$ cat src/rtl/dcp_pkg.sv
// Shared definitions for the debug-port host.
//   Opcodes     : CMD_WI .. CMD_STAT, the first byte of every command
//   Reply bytes : ACK_BYTE (write/run/halt done), ERR_BYTE (rejected/unknown)
//   FSM states  : S_IDLE .. S_SEND
package dcp_pkg;

   localparam logic [7:0] CMD_WI   = 8'h01;
   localparam logic [7:0] CMD_WD   = 8'h02;
   localparam logic [7:0] CMD_RD   = 8'h03;
   localparam logic [7:0] CMD_RR   = 8'h04;
   localparam logic [7:0] CMD_RUN  = 8'h05;
   localparam logic [7:0] CMD_HALT = 8'h06;
   localparam logic [7:0] CMD_STAT = 8'h07;

   localparam logic [7:0] ACK_BYTE = 8'hAA;
   localparam logic [7:0] ERR_BYTE = 8'hEE;

   localparam logic [2:0] S_IDLE     = 3'd0;
   localparam logic [2:0] S_GET_ADDR = 3'd1;
   localparam logic [2:0] S_GET_DATA = 3'd2;
   localparam logic [2:0] S_EXEC     = 3'd3;
   localparam logic [2:0] S_RD_WAIT  = 3'd4;
   localparam logic [2:0] S_SEND     = 3'd5;

   // Opcodes followed by an address byte.
   function automatic logic has_addr(input logic [7:0] op);
      return (op == CMD_WI) || (op == CMD_WD) || (op == CMD_RD) || (op == CMD_RR);
   endfunction

   // Opcodes executed with no operand bytes.
   function automatic logic is_bare(input logic [7:0] op);
      return (op == CMD_RUN) || (op == CMD_HALT) || (op == CMD_STAT);
   endfunction

endpackage

$ cat src/rtl/dcp_shift32.sv
// 32-bit byte shift register used both to gather operand words and to
// serialise reply words, MSB byte first.
//   i_clk, i_rst      : clock, async active-high reset
//   i_clr             : clear byte counter only
//   i_load/i_load_word: parallel load (also clears counter)
//   i_push/i_byte     : shift a byte in at the LSB end, count++
//   i_pop             : shift out the MSB byte, count++
//   o_word, o_byte    : full word, current MSB byte
//   o_cnt             : bytes pushed/popped since last clear/load (wraps)
module dcp_shift32 (
   input  logic        i_clk,
   input  logic        i_rst,
   input  logic        i_clr,
   input  logic        i_load,
   input  logic [31:0] i_load_word,
   input  logic        i_push,
   input  logic [7:0]  i_byte,
   input  logic        i_pop,
   output logic [31:0] o_word,
   output logic [7:0]  o_byte,
   output logic [1:0]  o_cnt
);

   logic [31:0] r_word;
   logic [1:0]  r_cnt;

   always_ff @(posedge i_clk or posedge i_rst) begin
      if (i_rst) begin
         r_word <= '0;
         r_cnt  <= '0;
      end else if (i_load) begin
         r_word <= i_load_word;
         r_cnt  <= '0;
      end else if (i_push) begin
         r_word <= {r_word[23:0], i_byte};
         r_cnt  <= r_cnt + 2'd1;
      end else if (i_pop) begin
         r_word <= {r_word[23:0], 8'h00};
         r_cnt  <= r_cnt + 2'd1;
      end else if (i_clr) begin
         r_cnt  <= '0;
      end
   end

   assign o_word = r_word;
   assign o_byte = r_word[31:24];
   assign o_cnt  = r_cnt;

endmodule

$ cat src/rtl/dcp_host.sv
// Debug-port host: decodes a byte-stream command protocol and drives the
// CPU debug interface, returning replies as a byte stream. Owns CPU reset.
//   i_clk, i_rst                      : clock, async active-high reset
//   i_rx_data/i_rx_valid/o_rx_ready   : command byte stream in
//   o_tx_data/o_tx_valid/i_tx_ready   : reply byte stream out
//   o_cpu_rstn, i_cpu_stop            : CPU reset (active-low), CPU stop status
//   o_inst_we/o_inst_addr/o_inst_in   : instruction-memory write
//   o_data_we/o_data_addr/o_data_in   : data-memory write; data_addr also reads
//   i_data_out                        : data-memory read value
//   o_rf_dcp_rd/o_rf_addr, i_rf_out   : register-file read
module dcp_host
   import dcp_pkg::*;
#(
   parameter int ADDR_W    = 8,
   parameter int DATA_W    = 32,
   parameter int RF_ADDR_W = 5
) (
   input  logic                 i_clk,
   input  logic                 i_rst,
   input  logic [7:0]           i_rx_data,
   input  logic                 i_rx_valid,
   output logic                 o_rx_ready,
   output logic [7:0]           o_tx_data,
   output logic                 o_tx_valid,
   input  logic                 i_tx_ready,
   output logic                 o_cpu_rstn,
   input  logic                 i_cpu_stop,
   output logic                 o_inst_we,
   output logic [ADDR_W-1:0]    o_inst_addr,
   output logic [DATA_W-1:0]    o_inst_in,
   output logic                 o_data_we,
   output logic [ADDR_W-1:0]    o_data_addr,
   output logic [DATA_W-1:0]    o_data_in,
   input  logic [DATA_W-1:0]    i_data_out,
   output logic                 o_rf_dcp_rd,
   output logic [RF_ADDR_W-1:0] o_rf_addr,
   input  logic [DATA_W-1:0]    i_rf_out
);

   logic [2:0]  r_state, w_state_d;
   logic [7:0]  r_op, w_op_d;
   logic [7:0]  r_addr, w_addr_d;
   logic        r_cpu_rstn, w_cpu_rstn_d;
   logic        r_four, w_four_d;   // reply is a 4-byte word, else 1 byte
   logic        r_rdy_en;           // holds rx_ready low for the first cycle after reset

   logic        w_clr, w_load, w_push, w_pop;
   logic [31:0] w_load_word, w_word;
   logic [7:0]  w_byte;
   logic [1:0]  w_cnt;
   logic        w_rx_fire, w_tx_fire;

   dcp_shift32 u_shift (
      .i_clk       (i_clk),
      .i_rst       (i_rst),
      .i_clr       (w_clr),
      .i_load      (w_load),
      .i_load_word (w_load_word),
      .i_push      (w_push),
      .i_byte      (i_rx_data),
      .i_pop       (w_pop),
      .o_word      (w_word),
      .o_byte      (w_byte),
      .o_cnt       (w_cnt)
   );

   assign o_rx_ready = r_rdy_en &&
                       (r_state == S_IDLE || r_state == S_GET_ADDR || r_state == S_GET_DATA);
   assign o_tx_valid = (r_state == S_SEND);
   assign o_tx_data  = w_byte;
   assign w_rx_fire  = i_rx_valid && o_rx_ready;
   assign w_tx_fire  = o_tx_valid && i_tx_ready;

   always_comb begin
      w_state_d    = r_state;
      w_op_d       = r_op;
      w_addr_d     = r_addr;
      w_cpu_rstn_d = r_cpu_rstn;
      w_four_d     = r_four;
      w_clr        = 1'b0;
      w_load       = 1'b0;
      w_load_word  = '0;
      w_push       = 1'b0;
      w_pop        = 1'b0;
      case (r_state)
         S_IDLE: begin
            w_clr = 1'b1;
            if (w_rx_fire) begin
               w_op_d = i_rx_data;
               if (has_addr(i_rx_data)) begin
                  w_state_d = S_GET_ADDR;
               end else if (is_bare(i_rx_data)) begin
                  w_state_d = S_EXEC;
               end else begin
                  // Unknown opcode: reject without consuming any operand bytes.
                  w_load      = 1'b1;
                  w_load_word = {ERR_BYTE, 24'h0};
                  w_four_d    = 1'b0;
                  w_state_d   = S_SEND;
               end
            end
         end
         S_GET_ADDR: begin
            if (w_rx_fire) begin
               w_addr_d  = i_rx_data;
               w_state_d = (r_op == CMD_WI || r_op == CMD_WD) ? S_GET_DATA : S_EXEC;
            end
         end
         S_GET_DATA: begin
            if (w_rx_fire) begin
               w_push = 1'b1;
               if (w_cnt == 2'd3) w_state_d = S_EXEC;
            end
         end
         S_EXEC: begin
            w_four_d    = 1'b0;
            w_load      = 1'b1;
            w_load_word = {ACK_BYTE, 24'h0};
            w_state_d   = S_SEND;
            case (r_op)
               CMD_WI, CMD_WD: if (r_cpu_rstn) w_load_word = {ERR_BYTE, 24'h0};
               CMD_RD: begin
                  w_load    = 1'b0;
                  w_state_d = S_RD_WAIT;
               end
               CMD_RR: begin
                  if (r_cpu_rstn) begin
                     w_load_word = {ERR_BYTE, 24'h0};
                  end else begin
                     w_load    = 1'b0;
                     w_state_d = S_RD_WAIT;
                  end
               end
               CMD_RUN:  w_cpu_rstn_d = 1'b1;
               CMD_HALT: w_cpu_rstn_d = 1'b0;
               CMD_STAT: w_load_word = {6'b0, i_cpu_stop, r_cpu_rstn, 24'h0};
               default:  w_load_word = {ERR_BYTE, 24'h0};
            endcase
         end
         S_RD_WAIT: begin
            w_load      = 1'b1;
            w_load_word = (r_op == CMD_RR) ? i_rf_out[31:0] : i_data_out[31:0];
            w_four_d    = 1'b1;
            w_state_d   = S_SEND;
         end
         S_SEND: begin
            if (w_tx_fire) begin
               w_pop = 1'b1;
               if (!r_four || w_cnt == 2'd3) w_state_d = S_IDLE;
            end
         end
         default: w_state_d = S_IDLE;
      endcase
   end

   always_ff @(posedge i_clk or posedge i_rst) begin
      if (i_rst) begin
         r_state    <= S_IDLE;
         r_op       <= '0;
         r_addr     <= '0;
         r_cpu_rstn <= 1'b0;
         r_four     <= 1'b0;
         r_rdy_en   <= 1'b0;
      end else begin
         r_state    <= w_state_d;
         r_op       <= w_op_d;
         r_addr     <= w_addr_d;
         r_cpu_rstn <= w_cpu_rstn_d;
         r_four     <= w_four_d;
         r_rdy_en   <= 1'b1;
      end
   end

   // Strobes decode straight from state so they drop as soon as reset hits.
   assign o_inst_we   = (r_state == S_EXEC) && !r_cpu_rstn && (r_op == CMD_WI);
   assign o_data_we   = (r_state == S_EXEC) && !r_cpu_rstn && (r_op == CMD_WD);
   assign o_rf_dcp_rd = (r_state == S_EXEC || r_state == S_RD_WAIT) && !r_cpu_rstn &&
                        (r_op == CMD_RR);

   assign o_cpu_rstn  = r_cpu_rstn;
   assign o_inst_addr = ADDR_W'(r_addr);
   assign o_data_addr = ADDR_W'(r_addr);
   assign o_rf_addr   = r_addr[RF_ADDR_W-1:0];
   assign o_inst_in   = DATA_W'(w_word);
   assign o_data_in   = DATA_W'(w_word);

endmodule

$ cat config.mk
export PLATFORM = sky130hd
export DESIGN_NAME = dcp_host
export DESIGN_NICKNAME = d
export VERILOG_FILES = /design/src/rtl/dcp_pkg.sv /design/src/rtl/dcp_shift32.sv /design/src/rtl/dcp_host.sv
export SDC_FILE = /design/constraint.sdc
export NUM_CORES = 1
export LEC_CHECK = 0
export CELL_PAD_IN_SITES_DETAIL_PLACEMENT = 0
export CELL_PAD_IN_SITES_GLOBAL_PLACEMENT = 2
export CORE_ASPECT_RATIO = 1.75
export CORE_MARGIN = 2
export CORE_UTILIZATION = 23
export CTS_CLUSTER_DIAMETER = 60
export CTS_CLUSTER_SIZE = 24
export DETAILED_ROUTE_END_ITERATION = 10
export GPL_TIMING_DRIVEN = 0
export HOLD_SLACK_MARGIN = 0.02
export PLACE_DENSITY = 0.81
export SLEW_MARGIN = 20
export SYNTH_ARGS = -nofsm -noshare
export SYNTH_HDL_FRONTEND = slang
export SYNTH_HIERARCHICAL = 1
export SYNTH_SLANG_ARGS = --single-unit
$ cat constraint.sdc
create_clock -name i_clk -period 2.6 [get_ports i_clk]
set_input_delay 0.26 -clock i_clk [delete_from_list [all_inputs] [get_ports i_clk]]
set_output_delay 0.26 -clock i_clk [all_outputs]
set_load 0.01 [all_outputs]
==> flow_metrics.py, run 1 <==
metrics = {
    "logic_synthesis": {
        "netlist.area_leader.share": 0.3669,
        "synth_area_leaders": "dfrtp_1 (37%), buf_4 (11%), nand2_1 (8.9%)",
        "syn_area_um2": 3820,
        "synth_edf_count": 0,
        "syn_inst": 438,
        "synth_nets": 515,
        "synth-seq-cells": 56,
        "synth_flop_cell": "dfrtp_1",
        "ys_seq_area_frac": 0.3669,
        "ys_async_sr_fraction": 1.000,
        "yosys_warnings": 6,
        "synth_largest_area_cell": "dfrtp_1",
        "ys_types": 57,
        "synth.avg_cell_area_um2": 8.721,
    },
    "critical_path": {
        "critPathArrivalTime_ns": 2.20,
        "cp-start-kind": "flop",
        "reg2regPathDepth": 10,
        "r2r_slack_ns": 0.16,
        "crit_path_top_delay_cell": "clkdlybuf4s50_1",
        "cp_max_fo": 4,
        "slowest_delay_ns": 0.57,
        "path_class": "reg -> out",
        "critPathTopFamily": "simple AND/OR/NAND/NOR gates",
        "cp_num_buf_inv": 1,
        "worstReg2RegEnd": "u_shift/o_word[4]",
        "crit_chain": "or2_2 > nor4_4 > nand4_1 > nor3_1 > clkdlybuf4s50_1",
        "worst_ep_required_time_ns": 2.34,
        "cp-end-kind": "primary output",
        "r2r_start": "r_state[1]",
    },
    "placement": {
        "numPortBuffers": 175,
        "placed_area_um2": 5852,
        "hpwl_um": 11960,
        "place_ws_ns": -0.1801,
        "place_congestion": 0.8700,
    },
    "routing": {
        "vias": 3814,
        "remaining_drc_errors": 0,
        "wire_per_inst_um": 17.46,
        "wirelength_um": 14770,
        "routed_via_density": 4.508,
        "drtIter0Drc": 149,
        "ant_nets": 0,
        "firstDrtPassIters": 4,
    },
    "sta": {
        "hold_viol": 0,
        "finClkSkew_ns": 0.004649,
        "setup_viol": 0,
        "setup_slack_ns": 0.1380,
        "slew_headroom": 0.3614,
        "drv_slew": 0,
        "tightestPinTransition_ns": 0.9569,
        "finalSetupTns_ns": 0,
        "clock.fmax_ghz": 0.4062,
        "final.min_clock_period_ns": 2.462,
        "fin_crit_sh": 0.9469,
        "rsz0062_at_grt": "false",
    },
    "global_routing": {
        "grt-ovfl-total": 0,
        "grt_pass1_vias": 3837,
        "grtUsageTotal": 0.1645,
        "grt_pass1_wl_um": 22080,
        "grt_max_degree": 35,
        "antenna_found_initial": 0,
    },
    "finish": {
        "seq_area_um2": 1403,
        "finish.instance_area_um2": 6047,
        "post-route-util": 0.3694,
        "multi_input_area_um2": 1852,
        "n_antenna_cell": 0,
        "drive_gt1_frac": 0.1817,
        "n_fill_cell": 1691,
        "synthToLayoutAreaGrowth_pct": 58.30,
        "fin_nets": 698,
    },
    "clock_network": {
        "h-tree-depth": 2,
        "clock_sinks": 56,
        "cts.path.max_buffers": 2,
        "postCtsHoldBufs": 0,
        "cts_tree": "done",
        "clk_latency_ns": 0.30,
        "numCtsBuffers": 5,
        "cts-root-buf": "clkbuf_16",
        "path_clk_slew_ns": 0.08,
    },
    "pwr": {
        "max-vdd-ir-drop_uv": 431.1,
        "p_per_area_nw_per_um2": 977.9,
        "totalPowerFinal_mw": 5.914,
        "p_leak_nw": 2.640,
    },
    "floorplan": {
        "ioPinCount": 176,
        "die_w_um": 101.4,
        "die_h_um": 174.5,
        "rows": 62,
        "dieArea_um2": 17700,
        "start_util": 0.2334,
        "fp.coreArea_um2": 16370,
    },
    "flow_run": {
        "maxCapViolations": 0,
    },
    "run_status": {
        "status": "completed",
    },
    "worst_hold_path": {
        "min_path_type": "in -> async",
    },
}
==> placed cells by master (no fill, tap or decap), types with 3 or more instances in the layout <==
cell	Yosys	routed
a21oi_1	40	40
buf_2	7	7
buf_4	56	57
clkbuf_1	12	8
clkbuf_16	0	5
clkbuf_2	0	5
clkdlybuf4s50_1	0	173
dfrtp_1	56	55
inv_1	8	7
mux2_2	15	15
mux2i_1	29	29
nand2_1	91	91
nand3_1	3	3
nor2_1	4	4
nor3_1	3	3
nor3b_1	12	12
nor4_4	1	3
o211ai_1	3	3
o21ai_0	23	23
o21ai_1	22	22
==> worst register-to-register path, delay by kind of cell (launching register included) <==
kind,cells,cell delay (ns)
AO/OA/AOI/OAI,2,0.39
flip-flops,1,0.38
AND/OR/NAND/NOR,4,0.78
buffers and inverters,4,0.80
==> through the flow <==
| step | instances | hold slack (ns) |
|---|---|---|
| after floorplan | 438 | 0.2492 |
| after global placement | 837 | 0.5298 |
| after detailed placement | 837 | 0.5309 |
| after CTS | 846 | 0.4691 |
| after global routing | 846 | 0.5141 |
| final | 846 | 0.4407 |
==> layout make-up <==
| cell class | count | area share |
|---|---|---|
| timing repair buffer | 176 | 0.2911 |
| clock buffer | 7 | 0.02359 |
| inverter | 9 | 0.005587 |
| multi-input combinational | 294 | 0.3062 |
| sequential | 56 | 0.2319 |
| tap | 224 | 0.04635 |
| buffer | 79 | 0.09394 |
| clock inverter | 1 | 0.001241 |
==> where the power goes <==
| group | switching [mW] | internal, mW | leakage (nW) |
|---|---|---|---|
| Sequential | 0.445 | 1.19 | 0.726 |
| Clock | 0.330 | 0.386 | 0.0701 |
| Combinational | 1.61 | 1.95 | 1.84 |
| Total | 2.38 | 3.53 | 2.64 |
==> synth_stat cells (2+ instances only) <==
cell type,instances
o22ai_1,2
buf_4,56
nand2_1,91
o211ai_1,3
clkbuf_1,12
a21oi_1,40
dfrtp_1,56
buf_8,2
nor2_1,4
buf_2,7
a31oi_1,2
nor2b_1,2
and3_1,2
o31a_1,2
nand4_1,2
inv_1,8
nand3b_1,2
nor3b_1,12
mux2i_1,29
mux2_2,15
and4_1,2
and2_1,2
o21ai_0,23
o21ai_1,22
nand3_1,3
a311oi_1,2
o21a_1,2
nor3_1,3
nor4_2,2
==> timing repair <==
action,4_1_cts,5_1_grt
endpoints found under the setup margin,21,3
setup buffers,1,0
pin swaps,1,0
resized for setup,8,5
==> routing by layer <==
metal / vias to the layer above / part of all wire / track usage
met2: 124 / 0.59 / 0.3347
li1: 1842 / - / -
met3: 18 / 0.048 / 0.02252
met5: - / 0 / 0
met4: 0 / 0.019 / 0.04505
met1: 1830 / 0.34 / 0.1654
==> state kept, by name, indices dropped and copies added (netlist names) <==
signal / flops
o_cpu_rstn: 1
o_data_addr: 8
r_state: 3
u_shift/o_word: 32
r_op: 8
r_rdy_en: 1
r_four: 1
u_shift/o_cnt: 2
==> worst max path at each step <==
stage | start | to | slack [ns] | depth (start not counted)
after floorplan | r_state[1] | u_shift/o_word[0] | 0.51 | 9
after CTS | r_op[5] | o_inst_we | 0.02 | 5
after global placement | i_rx_data[0] | u_shift/o_word[30] | -0.18 | 8
after detailed placement | i_rx_data[0] | u_shift/o_word[4] | -0.18 | 8
final | r_op[5] | o_data_we | 0.14 | 5
after global routing | r_op[5] | o_data_we | 0.03 | 5
==> kinds of logic after synthesis <==
kind of cell    share of synthesized area
simple gates                       0.1933
compound gates                     0.1579
buf+inv                            0.1559
flops                              0.3669
mux                                0.1202
fa+ha+maj                        0.002620
other cells                     0.0009817
xor+xnor                         0.002293
(Power assumes the default switching activity.)
==> run 2: changes to the inputs <==
--- a/config.mk
+++ b/config.mk
@@ -10,6 +10,7 @@
 export CORE_ASPECT_RATIO = 1.75
 export CORE_MARGIN = 2
 export CORE_UTILIZATION = 23
+export CTS_BUF_LIST = sky130_fd_sc_hd__clkbuf_16
 export CTS_CLUSTER_DIAMETER = 60
 export CTS_CLUSTER_SIZE = 24
 export DETAILED_ROUTE_END_ITERATION = 10
==> run 2 against run 1 <==
  * Total power is 0.59% lower
  * Critical path depth unchanged
  * Combinational power about the same
  * Utilization fell by 0.061 points
  * Global-route usage hardly changed
  * Die area unchanged
  * Wire length is essentially flat
  * Clock power down 4.7%
  * Register-to-register slack about the same
  * Fmax up 0.10%
  * Sequential cell count is the same
  * Sequential power about the same
==> flow_metrics.py, run 2 (synthesis gave the netlist of run 1 again) <==
metrics = {
    "run_status": {
        "status": "completed",
    },
    "sta": {
        "fin_crit_sh": 0.9459,
        "whs_ns": 0.4376,
        "finClkSkew_ns": 0.003527,
        "rsz0062_at_grt": "false",
        "finalSetupTns_ns": 0,
        "setup_slack_ns": 0.1405,
        "setup_viol": 0,
        "final.min_clock_period_ns": 2.459,
        "slew_headroom": 0.3657,
        "clock.fmax_ghz": 0.4066,
        "drv_slew": 0,
        "hold_viol": 0,
        "tightestPinTransition_ns": 0.9504,
    },
    "critical_path": {
        "path_class": "reg -> out",
        "startpoint": "r_op[5]",
        "worstReg2RegEnd": "u_shift/o_word[4]",
        "cp-start-kind": "flop",
        "endpoint": "o_data_we",
        "reg2regPathDepth": 10,
        "worst_ep_required_time_ns": 2.34,
        "r2r_start": "r_state[1]",
        "crit_chain": "or2_2 > nor4_4 > nand4_1 > nor3_1 > clkdlybuf4s50_1",
        "cp_max_fo": 4,
        "crit_path_top_delay_cell": "clkdlybuf4s50_1",
        "critPathArrivalTime_ns": 2.20,
        "slowest_delay_ns": 0.57,
        "cp-end-kind": "primary output",
        "r2r_slack_ns": 0.17,
    },
    "flow_run": {
        "maxCapViolations": 0,
    },
    "finish": {
        "n_antenna_cell": 0,
        "largest_register_ffs": 32,
        "post-route-util": 0.3688,
        "final_cell_mix": "clkdlybuf4s50_1 (173), nand2_1 (91), buf_4 (57)",
        "fin_nets": 698,
        "synthToLayoutAreaGrowth_pct": 58.04,
        "final_common_cell": "clkdlybuf4s50_1",
        "drive_gt1_frac": 0.1801,
        "n_fill_cell": 1692,
    },
    "routing": {
        "firstDrtPassIters": 4,
        "wire_per_inst_um": 17.46,
        "ant_nets": 0,
        "remaining_drc_errors": 0,
        "wirelength_um": 14770,
        "vias": 3817,
        "drtIter0Drc": 156,
        "routed_via_density": 4.512,
    },
    "clock_network": {
        "path_clk_slew_ns": 0.07,
        "numCtsBuffers": 5,
        "clk_latency_ns": 0.30,
        "cts.path.max_buffers": 2,
        "cts-root-buf": "clkbuf_16",
        "postCtsHoldBufs": 0,
        "h-tree-depth": 2,
        "clock_sinks": 56,
        "cts_tree": "done",
    },
    "placement": {
        "place_congestion": 0.8700,
        "hpwl_um": 11960,
        "place_ws_ns": -0.1801,
        "numPortBuffers": 175,
    },
    "global_routing": {
        "grt-ovfl-total": 0,
        "antenna_found_initial": 0,
        "grt_pass1_vias": 3840,
        "grtUsageTotal": 0.1644,
        "grt_pass1_wl_um": 22080,
        "grt_max_degree": 35,
    },
    "floorplan": {
        "dieArea_um2": 17700,
        "start_util": 0.2334,
        "rows": 62,
        "ioPinCount": 176,
        "fp.coreArea_um2": 16370,
        "die_h_um": 174.5,
        "die_w_um": 101.4,
    },
    "pwr": {
        "max-vdd-ir-drop_uv": 431.0,
        "p_per_area_nw_per_um2": 973.8,
        "p_leak_nw": 2.639,
    },
    "worst_hold_path": {
        "min_path_type": "in -> async",
    },
}
[run 2: cell count changes in the layout (fill, tap and decap cells not counted), sizes merged]
cell,previous run,this run
inv,9,10
clkbuf,19,17
clkinv,0,1
[run 2: layout make-up]
cell class / instances / area [µm²] / area share
clock inverters: 3 / 15.01 / 0.002487
clock buffers: 5 / 125.1 / 0.02073
plain buffers: 79 / 568.0 / 0.09409
well taps: 224 / 280.3 / 0.04642
inverters: 9 / 33.78 / 0.005596
repair buffers: 176 / 1760 / 0.2916
multi-input cells: 294 / 1852 / 0.3067
flip-flops and latches: 56 / 1403 / 0.2323
[run 2: worst min path at each step]
| stage | startpoint | endpoint | slack (ns) | cells after the start |
|---|---|---|---|---|
| finish | i_rst | u_shift/o_word[11] | 0.44 | 2 |
| global route | i_rst | u_shift/o_word[3] | 0.51 | 2 |
| CTS | i_rst | u_shift/o_word[3] | 0.47 | 2 |
| detailed placement | r_four | r_four | 0.53 | 2 |
| global placement | o_data_addr[7] | o_data_addr[7] | 0.53 | 1 |
| floorplan | i_rst | o_cpu_rstn | 0.25 | 1 |
[run 2: report_power, final]
part	internal [mW]	switching, mW	total (mW)
Clock	0.352	0.330	0.682
Combinational	1.95	1.61	3.56
Sequential	1.19	0.443	1.64
[run 2: worst max-delay path, delay by kind of cell, from the launching register on]
kind | cells | cell delay [ns]
buffers and inverters | 1 | 0.57
DFF | 1 | 0.46
and+or+nand+nor | 4 | 0.88
[run 2: per-stage QoR]
stage	instances	power, mW	cell area, µm²
after floorplan	438	3.435	3820
after global placement	837	5.123	5852
after detailed placement	837	5.177	5852
after CTS	846	5.929	6023
after global routing	846	6.248	6037
final	846	5.879	6037
[run 2: per-layer routing]
layer  part of all wire  up-vias  track usage
li1                   -     1840            -
met4              0.019        0      0.04505
met3              0.045       17      0.02252
met1               0.35     1831       0.1652
met2               0.59      129       0.3347
met5                  0        -            0
[run 2: what timing repair did]
| action | 4_1_cts | 5_1_grt |
|---|---|---|
| setup buffers | 1 | 0 |
| pin swaps | 1 | 0 |
| gates resized for setup | 8 | 5 |
| endpoints found under the setup margin | 22 | 3 |
| gates cloned | 0 | 0 |
==> run 3: changes to the inputs <==
--- a/config.mk
+++ b/config.mk
@@ -9,14 +9,14 @@
 export CELL_PAD_IN_SITES_GLOBAL_PLACEMENT = 2
 export CORE_ASPECT_RATIO = 1.75
 export CORE_MARGIN = 2
-export CORE_UTILIZATION = 23
+export CORE_UTILIZATION = 25
 export CTS_BUF_LIST = sky130_fd_sc_hd__clkbuf_16
 export CTS_CLUSTER_DIAMETER = 60
 export CTS_CLUSTER_SIZE = 24
 export DETAILED_ROUTE_END_ITERATION = 10
 export GPL_TIMING_DRIVEN = 0
 export HOLD_SLACK_MARGIN = 0.02
-export PLACE_DENSITY = 0.81
+export PLACE_DENSITY = 0.87
 export SLEW_MARGIN = 20
 export SYNTH_ARGS = -nofsm -noshare
 export SYNTH_HDL_FRONTEND = slang
==> constraint.sdc (replaced) <==
create_clock -name i_clk -period 2.9 [get_ports i_clk]
set_input_delay 0.29 -clock i_clk [delete_from_list [all_inputs] [get_ports i_clk]]
set_output_delay 0.29 -clock i_clk [all_outputs]
set_load 0.01 [all_outputs]
==> run 3 against run 2 <==
  * Largest cell class unchanged
  * Non-clock buffer count grew 2
  * Clock power shrank 10%
  * Critical path type unchanged
  * Final area shrank 0.97%
  * Count of clock-buffer cells in the layout is the same
==> flow_metrics.py, run 3 (synthesis gave the netlist of run 1 again) <==
metrics = {
    "sta": {
        "finalSetupTns_ns": 0,
        "drv_slew": 0,
        "fin_crit_sh": 0.9529,
        "setup_viol": 0,
        "rsz0062_at_grt": "false",
        "hold_viol": 0,
        "finClkSkew_ns": 0.006718,
        "tightestPinTransition_ns": 0.9092,
        "clock.fmax_ghz": 0.3619,
        "final.min_clock_period_ns": 2.763,
        "slew_headroom": 0.3932,
    },
    "global_routing": {
        "grt_pass1_vias": 4053,
        "grt-ovfl-total": 0,
        "grt_pass1_wl_um": 22430,
        "grt_max_degree": 35,
        "grtUsageTotal": 0.1749,
        "antenna_found_initial": 0,
    },
    "clock_network": {
        "postCtsHoldBufs": 0,
        "clk_latency_ns": 0.30,
        "numCtsBuffers": 5,
        "cts.path.max_buffers": 2,
        "cts-root-buf": "clkbuf_16",
        "cts_tree": "done",
        "path_clk_slew_ns": 0.07,
        "clock_sinks": 56,
        "h-tree-depth": 2,
    },
    "critical_path": {
        "cp-start-kind": "flop",
        "path_class": "reg -> out",
        "r2r_start": "r_state[1]",
        "cp_max_fo": 10,
        "worst_ep_required_time_ns": 2.61,
        "reg2regPathDepth": 9,
        "worstReg2RegEnd": "u_shift/o_word[1]",
        "critPathArrivalTime_ns": 2.47,
        "cp-end-kind": "primary output",
        "r2r_slack_ns": 0.26,
    },
    "floorplan": {
        "ioPinCount": 176,
        "die_w_um": 97.44,
        "fp.coreArea_um2": 14910,
        "rows": 59,
        "die_h_um": 167.5,
        "start_util": 0.2562,
        "dieArea_um2": 16320,
    },
    "routing": {
        "routed_via_density": 4.730,
        "firstDrtPassIters": 4,
        "wire_per_inst_um": 18.03,
        "drtIter0Drc": 149,
        "wirelength_um": 14550,
        "ant_nets": 0,
        "remaining_drc_errors": 0,
        "vias": 3817,
    },
    "run_status": {
        "status": "completed",
    },
    "finish": {
        "post-route-util": 0.4009,
        "drive_gt1_frac": 0.1715,
        "multi_input_area_um2": 1837,
        "n_antenna_cell": 0,
        "fin_nets": 700,
        "final_cell_mix": "clkdlybuf4s50_1 (175), nand2_1 (91), buf_4 (59)",
        "n_fill_cell": 1534,
        "final_common_cell": "clkdlybuf4s50_1",
        "seq_area_um2": 1401,
        "largest_register_ffs": 32,
        "synthToLayoutAreaGrowth_pct": 56.50,
    },
    "pwr": {
        "p_comb_frac": 0.606,
        "p_sw_frac": 0.4009,
        "seqPwrFrac": 0.277,
        "power.switching_mw": 2.098,
        "clkPwrFrac": 0.117,
        "p_int_mw": 3.136,
        "max-vdd-ir-drop_uv": 348.8,
        "p_leak_nw": 2.617,
        "p_per_area_nw_per_um2": 875.6,
    },
    "flow_run": {
        "maxCapViolations": 0,
    },
    "placement": {
        "numPortBuffers": 175,
        "place_congestion": 0.8400,
        "hpwl_um": 11770,
    },
    "worst_hold_path": {
        "min_path_type": "in -> async",
    },
}
## run 3: changes by cell type in the layout (fill, tap and decap cells not counted)
cell | before | now
buf_4 | 57 | 59
clkbuf_1 | 7 | 12
clkbuf_2 | 5 | 0
clkdlybuf4s50_1 | 173 | 175
clkinv_1 | 1 | 0
clkinv_4 | 0 | 1
clkinvlp_4 | 1 | 0
dfrtp_1 | 55 | 56
dfrtp_2 | 1 | 0
dlygate4sd2_1 | 1 | 0
dlymetal6s2s_1 | 1 | 0
inv_1 | 8 | 9
nor4_1 | 0 | 1
nor4_4 | 3 | 2
## run 3: worst max-delay path by stage
stage / from / end / cells after the start
2_1_floorplan: r_state[1] / u_shift/o_word[0] / 9
3_3_place_gp: i_rx_data[0] / u_shift/o_word[1] / 7
3_5_place_dp: i_rx_data[0] / u_shift/o_word[1] / 7
4_1_cts: r_op[7] / o_rf_dcp_rd / 5
5_1_grt: r_op[7] / o_rf_dcp_rd / 5
6_report: r_op[7] / o_rf_dcp_rd / 5
## run 3: area by class of cell
cell class / instances / area share
buffer: 79 / 0.09397
clock buffer: 5 / 0.02093
clock inverter: 3 / 0.002721
inverter: 9 / 0.005651
multi-input combinational: 294 / 0.3072
sequential: 56 / 0.2344
tap: 183 / 0.03830
timing repair buffer: 178 / 0.2968
## run 3: repair_timing
| action | CTS | global route |
|---|---|---|
| setup endpoints to repair | 1 | 1 |
| cloned | 0 | 0 |
| gates resized for setup | 2 | 0 |
| pin swaps | 1 | 1 |
| buffers inserted | 1 | 2 |
## run 3: critical path, cell delays in order, from the launching register on
cell             delay [ns]
dfrtp_1                0.47
nor4b_4                0.39
nand2_4                0.17
buf_2                  0.25
a211oi_1               0.30
clkdlybuf4s50_1        0.59
## run 3: metrics by stage
step / total power [mW] / hold WS (ns) / setup slack (ns) / instance area (µm²) / std cells
final: 5.234 / 0.4723 / 0.1366 / 5978 / 807
after global routing: 5.572 / 0.5429 / 0.003205 / 5978 / 807
after CTS: 5.273 / 0.4931 / 0.1007 / 5963 / 805
after detailed placement: 4.619 / 0.5278 / 0.1162 / 5801 / 796
after global placement: 4.565 / 0.5269 / 0.1011 / 5801 / 796
after floorplan: 3.079 / 0.2792 / 0.8058 / 3820 / 438
## run 3: metal layers
metal  routed length, µm  up-vias  GRT usage
met3                 636       28    0.02713
met4                 440        0    0.06582
met2                8281      130     0.3523
met1                5194     1825     0.1749
met5                   0        -          0
li1                    -     1834          -
## run 3: power by group through the flow
stage | Clock (mW) | Combinational (mW) | Sequential [mW]
after CTS | 0.629 | 3.18 | 1.46
after floorplan | 0 | 1.67 | 1.41
after global routing | 0.660 | 3.42 | 1.50
final | 0.611 | 3.17 | 1.45
after detailed placement | 0 | 3.15 | 1.46
after global placement | 0 | 3.12 | 1.45
